`config.mk`:
```
export PLATFORM = sky130hd
export DESIGN_NAME = pe_bus_arbiter
export DESIGN_NICKNAME = d
export VERILOG_FILES = /design/src/rtl/pe_bus_arbiter_pkg.sv /design/src/rtl/pe_bus_arbiter_rr_priority_picker.sv /design/src/rtl/pe_bus_arbiter.sv
export SDC_FILE = /design/constraint.sdc
export NUM_CORES = 1
export LEC_CHECK = 0
export CAP_MARGIN = 20
export CORE_MARGIN = 8
export CORE_UTILIZATION = 38
export CTS_BUF_LIST = sky130_fd_sc_hd__clkbuf_16
export DETAILED_ROUTE_END_ITERATION = 6
export GPL_TIMING_DRIVEN = 0
export PLACE_DENSITY = 0.78
export SLEW_MARGIN = 20
export SYNTH_ARGS = -nofsm -noshare
export SYNTH_HDL_FRONTEND = slang
export SYNTH_SLANG_ARGS = --single-unit
```
`constraint.sdc`:
```
create_clock -name clk -period 4.6 [get_ports clk]
set_clock_uncertainty 0.15 [all_clocks]
set_input_delay 0.92 -clock clk [delete_from_list [all_inputs] [get_ports clk]]
set_output_delay 0.92 -clock clk [all_outputs]
set_load 0.01 [all_outputs]
```
`src/rtl/pe_bus_arbiter_pkg.sv`:
```
// Shared definitions for the PE bus arbiter: FSM encoding and request-index decode.
package pe_bus_arbiter_pkg;

  typedef enum logic {
    StIdle = 1'b0,
    StArb  = 1'b1
  } arb_state_e;

  // A request index of zero means the PE has nothing to send this cycle.
  localparam int unsigned NoRequestIdx = 0;

endpackage

```
`src/rtl/pe_bus_arbiter_rr_priority_picker.sv`:
```
// Round-robin priority picker: first set request at or after ptr, wrapping, as a one-hot grant.
module pe_bus_arbiter_rr_priority_picker #(
  parameter int unsigned logNumPe = 3
) (
  input  logic [(1<<logNumPe)-1:0] req,
  input  logic [logNumPe-1:0]      ptr,
  output logic [(1<<logNumPe)-1:0] grant,
  output logic                     found,
  output logic [logNumPe-1:0]      win_id
);

  localparam int unsigned NumPe = 1 << logNumPe;

  logic [logNumPe-1:0] idx;

  // Adding the offset at pointer width wraps naturally because NumPe is a power of two.
  always_comb begin
    grant  = '0;
    found  = 1'b0;
    win_id = '0;
    idx    = '0;
    for (int unsigned off = 0; off < NumPe; off++) begin
      idx = ptr + logNumPe'(off);
      if (!found && req[idx]) begin
        grant[idx] = 1'b1;
        found      = 1'b1;
        win_id     = idx;
      end
    end
  end

endmodule

```
`src/rtl/pe_bus_arbiter.sv`:
```
// Shared PE bus arbiter: round-robin grant among PEs, one registered transfer per cycle.
module pe_bus_arbiter
  import pe_bus_arbiter_pkg::*;
#(
  parameter int unsigned logNumPe      = 3,
  parameter int unsigned dataLen       = 16,
  parameter int unsigned peBusIndexLen = logNumPe + 1
) (
  input  logic                                  clk,
  input  logic                                  reset,
  input  logic                                  start,
  input  logic                                  stop,
  input  logic [(1<<logNumPe)*dataLen-1:0]       req_data,
  input  logic [(1<<logNumPe)*peBusIndexLen-1:0] req_index,
  output logic [(1<<logNumPe)-1:0]               contention,
  output logic [dataLen-1:0]                    bus_data_out,
  output logic [(1<<logNumPe)-1:0]               bus_data_out_v,
  output logic [15:0]                           grant_count,
  output logic                                  index_err
);

  localparam int unsigned NumPe = 1 << logNumPe;
  localparam logic [peBusIndexLen-1:0] MaxIdx  = peBusIndexLen'(NumPe);
  localparam logic [peBusIndexLen-1:0] NoReq   = peBusIndexLen'(NoRequestIdx);
  localparam logic [NumPe-1:0]         OneHot0 = NumPe'(1);

  arb_state_e state_q, state_d;
  logic       arb_en;

  logic [peBusIndexLen-1:0] idx [NumPe];
  logic [dataLen-1:0]       dat [NumPe];
  logic [NumPe-1:0]         valid, oor;

  logic [NumPe-1:0]    grant;
  logic                found, grant_en;
  logic [logNumPe-1:0] win_id, rr_ptr, dst;

  always_comb begin
    valid = '0;
    oor   = '0;
    for (int unsigned i = 0; i < NumPe; i++) begin
      idx[i]   = req_index[i*peBusIndexLen +: peBusIndexLen];
      dat[i]   = req_data[i*dataLen +: dataLen];
      valid[i] = (idx[i] != NoReq) && (idx[i] <= MaxIdx);
      oor[i]   = idx[i] > MaxIdx;
    end
  end

  pe_bus_arbiter_rr_priority_picker #(
    .logNumPe(logNumPe)
  ) u_rr_priority_picker (
    .req   (valid),
    .ptr   (rr_ptr),
    .grant (grant),
    .found (found),
    .win_id(win_id)
  );

  always_ff @(posedge clk or posedge reset) begin
    if (reset) state_q <= StIdle;
    else       state_q <= state_d;
  end

  always_comb begin
    state_d = state_q;
    unique case (state_q)
      StIdle:  if (start && !stop) state_d = StArb;
      StArb:   if (stop && !start) state_d = StIdle;
      default: state_d = StIdle;
    endcase
  end

  always_comb begin
    arb_en = (state_q == StArb);
  end

  assign grant_en   = arb_en && found;
  assign contention = valid & ~(grant & {NumPe{grant_en}});
  // Winner's index is known valid here, so index-1 fits the PE id width.
  assign dst        = logNumPe'(idx[win_id] - 1'b1);

  always_ff @(posedge clk or posedge reset) begin
    if (reset) begin
      rr_ptr         <= '0;
      bus_data_out   <= '0;
      bus_data_out_v <= '0;
      grant_count    <= '0;
      index_err      <= 1'b0;
    end else begin
      if (grant_en) begin
        rr_ptr         <= win_id + 1'b1;
        bus_data_out   <= dat[win_id];
        bus_data_out_v <= OneHot0 << dst;
        if (grant_count != 16'hFFFF) grant_count <= grant_count + 16'd1;
      end else begin
        bus_data_out_v <= '0;
      end
      if (|oor) index_err <= 1'b1;
    end
  end

endmodule

```
==> impl_metrics.py <==
metrics = {
    "layout": {
        "multi_input_area_um2": 3800,
        "instances_no_fill": 946,
        "n_fill_cell": 924,
        "area_delta_synth_final_pct": 79.2,
        "diodes": 0,
        "final_nets": 970,
        "drive_gt1_share_pct": 29.2,
        "seq_area_um2": 1130,
    },
    "timing": {
        "rsz0062_at_grt": "yes",
        "finalHoldViolCount": 0,
        "setup_viol": 13,
        "relSlewSlack_pct": 50.6,
        "finalMaxSlewViolations": 0,
        "period_share_pct": 104,
        "min_period_ns": 4.79,
        "setup_ws_ns": -0.189,
        "fmax_ghz": 0.209,
        "tightest_slew_ns": 0.731,
        "setup_tns_ns": -0.869,
        "whs_ns": 0.331,
    },
    "clocking": {
        "htree_levels": 2,
        "cts_hold_buffers": 0,
        "worstSkewPairLatency_ns": 0.29,
        "cts_tree": "yes",
        "root_buffer": "clkbuf_16",
        "clock_path_buffers": 2,
        "cts_buffers": 5,
        "cts_num_sinks": 45,
        "path_clk_slew_ns": 0.07,
    },
    "global_route": {
        "antenna_found_initial": 0,
        "gr-usage-all-layers_pct": 24.7,
        "grt_overflow": 0,
        "grt_pass1_vias": 5915,
        "grt_pass1_wl_um": 31600,
        "grt_max_degree": 36,
    },
    "power_and_ir_drop": {
        "finalPower_mw": 8.19,
        "irDropWorstVdd_mv": 0.673,
        "power.density_nw_per_um2": 1010,
        "leakage_nw": 3.39,
    },
    "worst_setup_path": {
        "path_buf_inv": 2,
        "arrival_ns": 3.72,
        "r2r-end": "bus_data_out_v[1]",
        "end_kind": "output port",
        "rrSetupSlack_ns": -0.09,
        "path_cells": "buf_4, o31a_1, o21ai_1, o2111ai_2, and2_1, and4_4, and3_4, a22o_1, a221o_1, mux2_4, a211oi_2, buf_2",
        "crit_type": "in2out",
        "cp_slowest_cell": "o31a_1",
        "slowest_delay_ns": 0.36,
        "cp.required_ns": 3.53,
        "critPathTopFamily": "compound AO/OA/AOI/OAI gates",
        "path_max_fanout": 5,
        "rr_worst_depth": 14,
        "r2r_start": "rr_ptr[0]",
        "start_kind": "primary input",
    },
    "logic_synthesis": {
        "ys_seq_elements": 45,
        "async_reset_ff_share_pct": 100,
        "synth_most_common_cell": "mux2i_1",
        "synth_seq_area_share_pct": 24.8,
        "synth_top_area_share_pct": 24.8,
        "synth_fp_nets": 686,
        "syn_avg_cell_area_um2": 8.83,
        "yosys_most_used_dff": "dfrtp_1",
        "yosys.area.top_type": "dfrtp_1",
        "yosys_warnings": 0,
        "synth_common_cells": "mux2i_1 (82), dfrtp_1 (45), nand2_1 (38)",
        "syn_area_um2": 4540,
        "synthTopCellsByArea": "dfrtp_1 (25%), mux2i_1 (18%), a221o_1 (4.2%), o21ai_0 (3.9%), a22o_1 (3.5%)",
        "synthDistinctLibCells": 62,
        "synth_edf_count": 0,
        "netlist_instances": 514,
    },
    "job": {
        "drv_cap": 0,
    },
    "die": {
        "die_area_um2": 15700,
        "die_h_um": 125,
        "io_pins": 213,
        "num_rows": 40,
        "core-area_um2": 11800,
        "start_util_pct": 38.4,
        "die_w_um": 125,
    },
    "drt": {
        "routed_via_density": 6.00,
        "drt-pass1-iter-count": 5,
        "drt_wl_total_um": 21000,
        "wire_per_inst_um": 22.2,
        "route.vias.total": 5675,
        "ant_nets": 0,
        "drc": 0,
        "drt_iter0_drc": 430,
    },
    "placement": {
        "dp_cells": 874,
        "portBuffers": 212,
        "gp_congestion": 0.932,
        "dp_hpwl_um": 15700,
    },
    "run_status": {
        "failed_checks": "setup timing",
        "outcome": "finished with violations",
    },
    "hold_path": {
        "hold_class": "reg2reg",
        "hp-start": "bus_data_out[8]",
        "hold_path_depth": 2,
        "holdPathEnd": "bus_data_out[8]",
    },
}
-- placed cells by master (no fill, tap or decap), drive strengths merged, types with 3 or more instances in the layout --
| master | netlist | layout |
|---|---|---|
| nor4 | 14 | 14 |
| nor3 | 10 | 10 |
| clkdlybuf4s15 | 0 | 3 |
| buf | 17 | 116 |
| o31a | 11 | 11 |
| and3 | 4 | 4 |
| a31oi | 4 | 4 |
| nor2 | 24 | 24 |
| nand2b | 5 | 5 |
| nand2 | 38 | 38 |
| ha | 8 | 8 |
| o21a | 3 | 3 |
| o21ai | 54 | 54 |
| mux2i | 84 | 84 |
| a211oi | 16 | 16 |
| nor2b | 6 | 6 |
| clkbuf | 11 | 15 |
| mux2 | 10 | 10 |
| nand4 | 9 | 9 |
| dlygate4sd2 | 0 | 4 |
| nor3b | 8 | 8 |
| a22o | 18 | 18 |
| and2 | 6 | 6 |
| xor2 | 5 | 5 |
| nand3 | 7 | 7 |
| a41oi | 3 | 3 |
| xnor2 | 12 | 12 |
| dfrtp | 45 | 45 |
| inv | 13 | 14 |
| a221o | 19 | 19 |
| a21oi | 15 | 15 |
| o2111ai | 6 | 6 |
| or4 | 3 | 3 |
| and4 | 4 | 4 |
| clkdlybuf4s50 | 0 | 172 |
-- power by group --
| group | internal, mW | switching (mW) |
|---|---|---|
| Combinational | 3.26 | 3.89 |
| Clock | 0.253 | 0.147 |
| Sequential | 0.544 | 0.102 |
-- area by class of cell --
class	count	share of cell area [%]
buffer	25	2.42
clock buffer	5	1.54
tap	147	2.26
timing repair buffer	280	31.8
multi-input combinational	427	46.7
sequential	45	13.9
inverter	14	0.893
clock inverter	3	0.462
-- metal layers --
metal	GRT usage [%]	routed length (um)
met1	28.4	8360
met2	44.5	10700
met3	4.80	1410
met4	8.45	541
met5	0	0
-- tightest hold or removal path, delay by kind of cell, from the launching register on --
| family | cells | cell delay, ns |
|---|---|---|
| DFF | 1 | 0.34 |
| AOI/OAI and AO/OA | 1 | 0.06 |
| and+or+nand+nor | 1 | 0.05 |
-- cells by family after synthesis --
group | share of synthesized area (%)
mux | 21.4
simple gates | 17.2
compound gates | 26.8
xor+xnor | 3.28
buf+inv | 4.14
flops | 24.8
fa+ha+maj | 2.43
-- metrics by stage --
stage / setup WS, ns / instance area [um2] / util (%)
after floorplan: -0.00242 / 4550 / -
final: -0.189 / 8130 / 68.8
after detailed placement: -1.94 / 6880 / 58.3
after CTS: -0.181 / 7730 / 65.5
after global placement: -1.91 / 6860 / 58.1
after global routing: -0.363 / 8130 / 68.8
-- registers in the layout (all words and copies together), names as in the netlist --
name            cells
index_err           1
grant_count        16
arb_en              1
bus_data_out_v      8
bus_data_out       16
rr_ptr              3
-- what timing repair did --
item                                    CTS  global route
endpoints found under the setup margin   36            32
pin swaps                                52            33
gates resized for setup                 268            72
buffers inserted                         46            21
-- worst max-delay path by stage --
stage,start,end,cells past startpoint
6_report,req_index[17],contention[5],12
5_1_grt,req_index[17],contention[5],12
4_1_cts,req_index[26],contention[5],14
3_5_place_dp,req_index[20],contention[6],12
3_3_place_gp,req_index[20],contention[6],12
2_1_floorplan,req_index[16],contention[6],12
Power figures use the tool's default switching activity.
